==> src/rtl/apb_arb2_if.sv <==
// Bus bundle for the two-requester APB arbiter: two requester ports plus one completer port.
// The slave modport is the arbiter's view; master is the view of everything around it.
interface apb_arb2_if #(
    parameter int ADDR_W = 32,
    parameter int DATA_W = 32
);
    localparam int STRB_W = DATA_W / 8;

    logic [ADDR_W-1:0] s0_paddr_i;
    logic [DATA_W-1:0] s0_pwdata_i;
    logic              s0_pwrite_i;
    logic              s0_psel_i;
    logic              s0_penable_i;
    logic [STRB_W-1:0] s0_pstrb_i;
    logic [DATA_W-1:0] s0_prdata_o;
    logic              s0_pready_o;
    logic              s0_pslverr_o;

    logic [ADDR_W-1:0] s1_paddr_i;
    logic [DATA_W-1:0] s1_pwdata_i;
    logic              s1_pwrite_i;
    logic              s1_psel_i;
    logic              s1_penable_i;
    logic [STRB_W-1:0] s1_pstrb_i;
    logic [DATA_W-1:0] s1_prdata_o;
    logic              s1_pready_o;
    logic              s1_pslverr_o;

    logic [ADDR_W-1:0] m_paddr_o;
    logic [DATA_W-1:0] m_pwdata_o;
    logic              m_pwrite_o;
    logic [STRB_W-1:0] m_pstrb_o;
    logic              m_psel_o;
    logic              m_penable_o;
    logic [DATA_W-1:0] m_prdata_i;
    logic              m_pready_i;
    logic              m_pslverr_i;
    logic [1:0]        grant_o;

    modport slave (
        input  s0_paddr_i, s0_pwdata_i, s0_pwrite_i, s0_psel_i, s0_penable_i, s0_pstrb_i,
        input  s1_paddr_i, s1_pwdata_i, s1_pwrite_i, s1_psel_i, s1_penable_i, s1_pstrb_i,
        input  m_prdata_i, m_pready_i, m_pslverr_i,
        output s0_prdata_o, s0_pready_o, s0_pslverr_o,
        output s1_prdata_o, s1_pready_o, s1_pslverr_o,
        output m_paddr_o, m_pwdata_o, m_pwrite_o, m_pstrb_o, m_psel_o, m_penable_o, grant_o
    );

    modport master (
        output s0_paddr_i, s0_pwdata_i, s0_pwrite_i, s0_psel_i, s0_penable_i, s0_pstrb_i,
        output s1_paddr_i, s1_pwdata_i, s1_pwrite_i, s1_psel_i, s1_penable_i, s1_pstrb_i,
        output m_prdata_i, m_pready_i, m_pslverr_i,
        input  s0_prdata_o, s0_pready_o, s0_pslverr_o,
        input  s1_prdata_o, s1_pready_o, s1_pslverr_o,
        input  m_paddr_o, m_pwdata_o, m_pwrite_o, m_pstrb_o, m_psel_o, m_penable_o, grant_o
    );
endinterface

==> src/rtl/apb_arb2.sv <==
// Two-requester APB arbiter: round-robin grant in IDLE, one downstream SETUP/ACCESS
// transfer per grant, response steered back only to the owner of the transfer.
module apb_arb2 #(
    parameter int ADDR_W = 32,
    parameter int DATA_W = 32
) (
    input  logic       pclk_i,
    input  logic       preset_n,
    apb_arb2_if.slave  bus
);
    localparam int STRB_W = DATA_W / 8;

    typedef enum logic [1:0] {
        ST_IDLE   = 2'd0,
        ST_SETUP  = 2'd1,
        ST_ACCESS = 2'd2
    } state_e;

    state_e            state_r;
    state_e            state_next_s;
    logic [1:0]        grant_r;
    logic [1:0]        grant_next_s;
    logic              rr_r;
    logic              rr_next_s;
    logic              load_s;
    logic              m_psel_r;
    logic              m_penable_r;

    logic [ADDR_W-1:0] paddr_r;
    logic [DATA_W-1:0] pwdata_r;
    logic              pwrite_r;
    logic [STRB_W-1:0] pstrb_r;
    logic [ADDR_W-1:0] paddr_sel_s;
    logic [DATA_W-1:0] pwdata_sel_s;
    logic              pwrite_sel_s;
    logic [STRB_W-1:0] pstrb_sel_s;

    logic              access_s;
    logic              s0_pready_s;
    logic              s1_pready_s;
    logic              s0_pslverr_s;
    logic              s1_pslverr_s;
    logic              unused_penable_s;

    // Requester access-phase strobes carry no information the arbiter needs.
    assign unused_penable_s = bus.s0_penable_i ^ bus.s1_penable_i;

    // Next-state, next-grant and round-robin pointer update.
    always_comb begin
        state_next_s = state_r;
        grant_next_s = grant_r;
        rr_next_s    = rr_r;
        load_s       = 1'b0;
        case (state_r)
            ST_IDLE: begin
                if (bus.s0_psel_i && bus.s1_psel_i) begin
                    grant_next_s = rr_r ? 2'b10 : 2'b01;
                    state_next_s = ST_SETUP;
                    load_s       = 1'b1;
                end else if (bus.s0_psel_i) begin
                    grant_next_s = 2'b01;
                    state_next_s = ST_SETUP;
                    load_s       = 1'b1;
                end else if (bus.s1_psel_i) begin
                    grant_next_s = 2'b10;
                    state_next_s = ST_SETUP;
                    load_s       = 1'b1;
                end else begin
                    grant_next_s = 2'b00;
                    state_next_s = ST_IDLE;
                end
            end
            ST_SETUP: begin
                state_next_s = ST_ACCESS;
            end
            ST_ACCESS: begin
                if (bus.m_pready_i) begin
                    // Going back through IDLE forces one idle cycle before the next grant.
                    state_next_s = ST_IDLE;
                    grant_next_s = 2'b00;
                    rr_next_s    = grant_r[0];
                end else begin
                    state_next_s = ST_ACCESS;
                end
            end
            default: begin
                state_next_s = ST_IDLE;
                grant_next_s = 2'b00;
            end
        endcase
    end

    // Request fields of whichever requester is about to be granted.
    always_comb begin
        if (grant_next_s[1]) begin
            paddr_sel_s  = bus.s1_paddr_i;
            pwdata_sel_s = bus.s1_pwdata_i;
            pwrite_sel_s = bus.s1_pwrite_i;
            pstrb_sel_s  = bus.s1_pstrb_i;
        end else begin
            paddr_sel_s  = bus.s0_paddr_i;
            pwdata_sel_s = bus.s0_pwdata_i;
            pwrite_sel_s = bus.s0_pwrite_i;
            pstrb_sel_s  = bus.s0_pstrb_i;
        end
    end

    // FSM state, grant, pointer and downstream phase controls.
    always_ff @(posedge pclk_i or negedge preset_n) begin
        if (!preset_n) begin
            state_r     <= ST_IDLE;
            grant_r     <= 2'b00;
            rr_r        <= 1'b0;
            m_psel_r    <= 1'b0;
            m_penable_r <= 1'b0;
        end else begin
            state_r     <= state_next_s;
            grant_r     <= grant_next_s;
            rr_r        <= rr_next_s;
            m_psel_r    <= (state_next_s != ST_IDLE);
            m_penable_r <= (state_next_s == ST_ACCESS);
        end
    end

    // Forwarded request, captured once on the grant edge and frozen for the transfer.
    always_ff @(posedge pclk_i or negedge preset_n) begin
        if (!preset_n) begin
            paddr_r  <= {ADDR_W{1'b0}};
            pwdata_r <= {DATA_W{1'b0}};
            pwrite_r <= 1'b0;
            pstrb_r  <= {STRB_W{1'b0}};
        end else if (load_s) begin
            paddr_r  <= paddr_sel_s;
            pwdata_r <= pwdata_sel_s;
            pwrite_r <= pwrite_sel_s;
            pstrb_r  <= pstrb_sel_s;
        end else begin
            paddr_r  <= paddr_r;
            pwdata_r <= pwdata_r;
            pwrite_r <= pwrite_r;
            pstrb_r  <= pstrb_r;
        end
    end

    // The completer response is passed through in the same cycle, so it is
    // gated from registered state rather than re-registered.
    assign access_s     = (state_r == ST_ACCESS);
    assign s0_pready_s  = access_s & grant_r[0] & bus.m_pready_i;
    assign s1_pready_s  = access_s & grant_r[1] & bus.m_pready_i;
    assign s0_pslverr_s = access_s & grant_r[0] & bus.m_pslverr_i;
    assign s1_pslverr_s = access_s & grant_r[1] & bus.m_pslverr_i;

    assign bus.s0_pready_o  = s0_pready_s;
    assign bus.s1_pready_o  = s1_pready_s;
    assign bus.s0_pslverr_o = s0_pslverr_s;
    assign bus.s1_pslverr_o = s1_pslverr_s;
    assign bus.s0_prdata_o  = s0_pready_s ? bus.m_prdata_i : {DATA_W{1'b0}};
    assign bus.s1_prdata_o  = s1_pready_s ? bus.m_prdata_i : {DATA_W{1'b0}};

    assign bus.m_paddr_o   = paddr_r;
    assign bus.m_pwdata_o  = pwdata_r;
    assign bus.m_pwrite_o  = pwrite_r;
    assign bus.m_pstrb_o   = pstrb_r;
    assign bus.m_psel_o    = m_psel_r;
    assign bus.m_penable_o = m_penable_r;
    assign bus.grant_o     = grant_r;
endmodule

==> src/flat_wrapper.sv <==
// flat-port wrapper written by rule: the top's interface ports become plain ports
module apb_arb2_flat 
#(
    parameter int ADDR_W = 32,
    parameter int DATA_W = 32
)
  (pclk_i, preset_n, bus_s0_paddr_i, bus_s0_pwdata_i, bus_s0_pwrite_i, bus_s0_psel_i, bus_s0_penable_i, bus_s0_pstrb_i, bus_s1_paddr_i, bus_s1_pwdata_i, bus_s1_pwrite_i, bus_s1_psel_i, bus_s1_penable_i, bus_s1_pstrb_i, bus_m_prdata_i, bus_m_pready_i, bus_m_pslverr_i, bus_s0_prdata_o, bus_s0_pready_o, bus_s0_pslverr_o, bus_s1_prdata_o, bus_s1_pready_o, bus_s1_pslverr_o, bus_m_paddr_o, bus_m_pwdata_o, bus_m_pwrite_o, bus_m_pstrb_o, bus_m_psel_o, bus_m_penable_o, bus_grant_o);
  apb_arb2_if #(.ADDR_W(ADDR_W), .DATA_W(DATA_W)) bus_i ();
  input  logic pclk_i;
  input  logic preset_n;
  input wire logic [$bits(bus_i.s0_paddr_i)-1:0] bus_s0_paddr_i;
  input wire logic [$bits(bus_i.s0_pwdata_i)-1:0] bus_s0_pwdata_i;
  input wire logic [$bits(bus_i.s0_pwrite_i)-1:0] bus_s0_pwrite_i;
  input wire logic [$bits(bus_i.s0_psel_i)-1:0] bus_s0_psel_i;
  input wire logic [$bits(bus_i.s0_penable_i)-1:0] bus_s0_penable_i;
  input wire logic [$bits(bus_i.s0_pstrb_i)-1:0] bus_s0_pstrb_i;
  input wire logic [$bits(bus_i.s1_paddr_i)-1:0] bus_s1_paddr_i;
  input wire logic [$bits(bus_i.s1_pwdata_i)-1:0] bus_s1_pwdata_i;
  input wire logic [$bits(bus_i.s1_pwrite_i)-1:0] bus_s1_pwrite_i;
  input wire logic [$bits(bus_i.s1_psel_i)-1:0] bus_s1_psel_i;
  input wire logic [$bits(bus_i.s1_penable_i)-1:0] bus_s1_penable_i;
  input wire logic [$bits(bus_i.s1_pstrb_i)-1:0] bus_s1_pstrb_i;
  input wire logic [$bits(bus_i.m_prdata_i)-1:0] bus_m_prdata_i;
  input wire logic [$bits(bus_i.m_pready_i)-1:0] bus_m_pready_i;
  input wire logic [$bits(bus_i.m_pslverr_i)-1:0] bus_m_pslverr_i;
  output wire logic [$bits(bus_i.s0_prdata_o)-1:0] bus_s0_prdata_o;
  output wire logic [$bits(bus_i.s0_pready_o)-1:0] bus_s0_pready_o;
  output wire logic [$bits(bus_i.s0_pslverr_o)-1:0] bus_s0_pslverr_o;
  output wire logic [$bits(bus_i.s1_prdata_o)-1:0] bus_s1_prdata_o;
  output wire logic [$bits(bus_i.s1_pready_o)-1:0] bus_s1_pready_o;
  output wire logic [$bits(bus_i.s1_pslverr_o)-1:0] bus_s1_pslverr_o;
  output wire logic [$bits(bus_i.m_paddr_o)-1:0] bus_m_paddr_o;
  output wire logic [$bits(bus_i.m_pwdata_o)-1:0] bus_m_pwdata_o;
  output wire logic [$bits(bus_i.m_pwrite_o)-1:0] bus_m_pwrite_o;
  output wire logic [$bits(bus_i.m_pstrb_o)-1:0] bus_m_pstrb_o;
  output wire logic [$bits(bus_i.m_psel_o)-1:0] bus_m_psel_o;
  output wire logic [$bits(bus_i.m_penable_o)-1:0] bus_m_penable_o;
  output wire logic [$bits(bus_i.grant_o)-1:0] bus_grant_o;
  assign bus_i.s0_paddr_i = bus_s0_paddr_i;
  assign bus_i.s0_pwdata_i = bus_s0_pwdata_i;
  assign bus_i.s0_pwrite_i = bus_s0_pwrite_i;
  assign bus_i.s0_psel_i = bus_s0_psel_i;
  assign bus_i.s0_penable_i = bus_s0_penable_i;
  assign bus_i.s0_pstrb_i = bus_s0_pstrb_i;
  assign bus_i.s1_paddr_i = bus_s1_paddr_i;
  assign bus_i.s1_pwdata_i = bus_s1_pwdata_i;
  assign bus_i.s1_pwrite_i = bus_s1_pwrite_i;
  assign bus_i.s1_psel_i = bus_s1_psel_i;
  assign bus_i.s1_penable_i = bus_s1_penable_i;
  assign bus_i.s1_pstrb_i = bus_s1_pstrb_i;
  assign bus_i.m_prdata_i = bus_m_prdata_i;
  assign bus_i.m_pready_i = bus_m_pready_i;
  assign bus_i.m_pslverr_i = bus_m_pslverr_i;
  assign bus_s0_prdata_o = bus_i.s0_prdata_o;
  assign bus_s0_pready_o = bus_i.s0_pready_o;
  assign bus_s0_pslverr_o = bus_i.s0_pslverr_o;
  assign bus_s1_prdata_o = bus_i.s1_prdata_o;
  assign bus_s1_pready_o = bus_i.s1_pready_o;
  assign bus_s1_pslverr_o = bus_i.s1_pslverr_o;
  assign bus_m_paddr_o = bus_i.m_paddr_o;
  assign bus_m_pwdata_o = bus_i.m_pwdata_o;
  assign bus_m_pwrite_o = bus_i.m_pwrite_o;
  assign bus_m_pstrb_o = bus_i.m_pstrb_o;
  assign bus_m_psel_o = bus_i.m_psel_o;
  assign bus_m_penable_o = bus_i.m_penable_o;
  assign bus_grant_o = bus_i.grant_o;
  apb_arb2 #(.ADDR_W(ADDR_W), .DATA_W(DATA_W)) u_core (.pclk_i(pclk_i), .preset_n(preset_n), .bus(bus_i));
endmodule
==> config.mk <==
export PLATFORM = sky130hd
export DESIGN_NAME = apb_arb2_flat
export DESIGN_NICKNAME = d
export VERILOG_FILES = /design/src/rtl/apb_arb2_if.sv /design/src/rtl/apb_arb2.sv /design/src/flat_wrapper.sv
export SDC_FILE = /design/constraint.sdc
export NUM_CORES = 1
export LEC_CHECK = 0
export BUFFER_PORTS_ARGS = -buffer_cell sky130_fd_sc_hd__buf_2
export CAP_MARGIN = 10
export CORE_AREA = 5 5 120 122
export DETAILED_ROUTE_END_ITERATION = 10
export DIE_AREA = 0 0 125 127
export PLACE_DENSITY_LB_ADDON = 0.3
export RECOVER_POWER = 50
export SLEW_MARGIN = 15
export SYNTH_ARGS = -nofsm -noshare
export SYNTH_HDL_FRONTEND = slang
export SYNTH_SLANG_ARGS = --single-unit
==> constraint.sdc <==
create_clock -name pclk_i -period 2.84 [get_ports pclk_i]
set_clock_uncertainty 0.15 [all_clocks]
set_input_delay 0.568 -clock pclk_i [delete_from_list [all_inputs] [get_ports pclk_i]]
set_output_delay 0.568 -clock pclk_i [all_outputs]
set_load 0.02 [all_outputs]
==> impl_metrics.ini <==
[critical_path]
worst-path-max-fanout = 33
cp-start-kind = flip-flop
required_ns = 2.12
criticalPathCategory = reg2out
arrival_ns = 1.75
r2r-start = u_core.state_r[0]
worstSetupStartpoint = u_core.state_r[0]
cp-end-kind = output port

[sta]
max_freq_mhz = 405
fin_tns_setup_ns = 0
rsz0062_at_grt = false
min_period_ns = 2.47
timing.final.crit_share_pct = 86.9
setup_viol = 0
hold_viol_final = 0
timing.final.max_slew_violations = 0
tightest_slew_ns = 0.998
maxSlewHeadroom_pct = 33.5

[synthesis]
synth-seq-cells = 76
synth_flop_cell = dfrtp_1
syn_nets = 672
synth_cell_types = 28
ys_warn_count = 0
syn_inst = 494
synth-seq-area-share_pct = 46.3
synth_top_cell_by_area = dfrtp_1
yosys-top-cells-area = dfrtp_1 46%, a31oi_1 11%, and2_1 9.8%
syn_area_per_cell_um2 = 8.31
synth_top_cell_area_share_pct = 46.3
synth_edf_count = 0
synth_area_mm2 = 0.00411
async_flop_share_pct = 100

[clocking]
clock_latency_ns = 0.33
cts_resized = 0
cts.sinks = 76
cts_buffers = 9
hold_buffers = 0
path_clk_slew_ns = 0.06
htree_levels = 3
tritoncts = yes
cts_setup_buffers = 0
cts_root_buf = clkbuf_16
clk_path_buf_depth = 2

[worst_hold_path]
hold_class = in2async

[floorplan]
initial_core_util_pct = 31.4
ios = 319
die-area_mm2 = 0.0159
coreArea_mm2 = 0.0131
rows = 42
die_h_um = 127
die_w_um = 125

[drt]
finalWirelength_um = 16000
routedWlPerCell_um = 16.5
first_pass_iters = 5
initialDrtViolationCount = 192
vias_per_cell = 4.89
ant_nets = 0
vias = 4729
drc_errors = 0

[job]
maxCapViolations = 0

[placed_design]
port_buffers = 316
place.gp.congestion = 0.950
post-dp-hpwl_um = 12000

[pwr]
p_switching_mw = 2.92
p_leak_nw = 3.06
power_frac_clock_pct = 19.3
power_density_mw_per_mm2 = 1050
ir_worst_vdd_v = 0.000421
p_int_mw = 3.47
p_comb_share_pct = 50.3
seqPwrFrac_pct = 30.4
switching_share_pct = 45.7

[finish]
drive_gt1_share_pct = 36.2
regArea_mm2 = 0.00190
fin_util_pct = 46.3
multi_input_area_mm2 = 0.00197
mostFrequentLayoutCell = buf_2
syn_to_final_growth_pct = 47.6
n_fill_cell = 1363
fin_nets = 961
final_cell_mix = 249 x buf_2, 76 x dfrtp_1, 70 x nor2_1

[grt]
grt_pass1_wl_um = 24700
top_usage_layer = met2
grt.total_usage_pct = 19.2
grt_use_met1_pct = 21.9
grt_pass1_vias = 4592
grt_max_degree = 71
antenna_found_initial = 3
gr-total-overflow = 0
use_met2_pct = 33.2
grtUsageMet3_pct = 5.13

[run_status]
status = finished, final reports clean
==> cell families after synthesis <==
kind of cell,count (synthesis),share of synthesized area (%)
flip-flops,76,46.3
buffers and inverters,54,6.03
AO/OA/AOI/OAI,147,21.1
AND/OR/NAND/NOR,217,26.6
==> sequential cells by signal (all words and copies together), names as in the netlist <==
| register | count |
|---|---|
| u_core.bus.m_pwdata_o | 32 |
| u_core.bus.grant_o | 2 |
| u_core.bus.m_pstrb_o | 4 |
| u_core.bus.m_penable_o | 1 |
| u_core.bus.m_paddr_o | 32 |
| u_core.bus.m_psel_o | 1 |
| u_core.state_r | 2 |
| u_core.bus.m_pwrite_o | 1 |
| u_core.rr_r | 1 |
==> critical path: stages (launching register included) <==
cell and delay [ns]:
dfrtp_1 0.41, nor2b_1 0.22, and3_1 0.18, buf_4 0.25, and2_1 0.16, buf_2 0.19
==> layout make-up <==
class	count	share of cell area (%)
well taps	176	3.63
multi-input cells	364	32.5
clock buffers	12	4.07
inverters	2	0.124
clock inverters	4	1.20
repair buffers	330	27.0
flip-flops and latches	76	31.4
diodes	3	0.124
==> through the flow <==
stage	worst slack (ns)	hold slack, ns	cells	total power, mW	cell area [µm²]
6_report	0.373	0.207	967	6.39	6060
5_1_grt	0.240	0.314	967	6.88	6060
4_1_cts	0.346	0.0505	964	6.62	6160
3_5_place_dp	0.665	0.341	948	5.36	5840
3_3_place_gp	0.685	0.339	948	5.33	5840
2_1_floorplan	0.728	0.122	494	4.18	4110
==> metal layers <==
| metal | vias to the layer above | part of all wire [%] | wire length (µm) |
|---|---|---|---|
| met2 | 215 | 49 | 7850 |
| li1 | 2321 | - | - |
| met4 | 0 | 4.1 | 648 |
| met5 | - | 0 | 0 |
| met3 | 32 | 7.9 | 1270 |
| met1 | 2161 | 39 | 6220 |
==> power groups by stage <==
stage | Combinational (mW) | Sequential [mW] | Clock (mW)
CTS | 3.42 | 1.93 | 1.27
floorplan | 1.61 | 2.57 | 0
global placement | 3.41 | 1.92 | 0
finish | 3.22 | 1.94 | 1.23
detailed placement | 3.42 | 1.94 | 0
global route | 3.55 | 2.02 | 1.31
==> synthesized netlist by cell type, types with 3 or more instances <==
library cell and instances:
and2_1 64, a21o_1 3, dfrtp_1 76, nand3_1 70, o21ai_0 65, buf_2 17
and3_1 4, a31oi_1 69, nand2_1 3, o21ai_1 4, clkbuf_1 30, nor2_1 70
==> final timing paths <==
| kind | cells after the start | slack, ns | to |
|---|---|---|---|
| max | 5 | 0.37 | bus_s1_prdata_o[4] |
| min | 1 | 0.21 | u_core.bus.m_pwdata_o[0] |
| max reg2reg | 6 | 0.69 | u_core.bus.m_pwdata_o[7] |
| min reg2reg | 1 | 0.35 | u_core.bus.grant_o[0] |
| max in group asynchronous | 2 | 0.81 | u_core.bus.m_pwdata_o[21] |
| min in group pclk_i | 3 | 0.34 | u_core.bus.m_paddr_o[5] |
No activity file was read; power rests on OpenSTA's default activity.
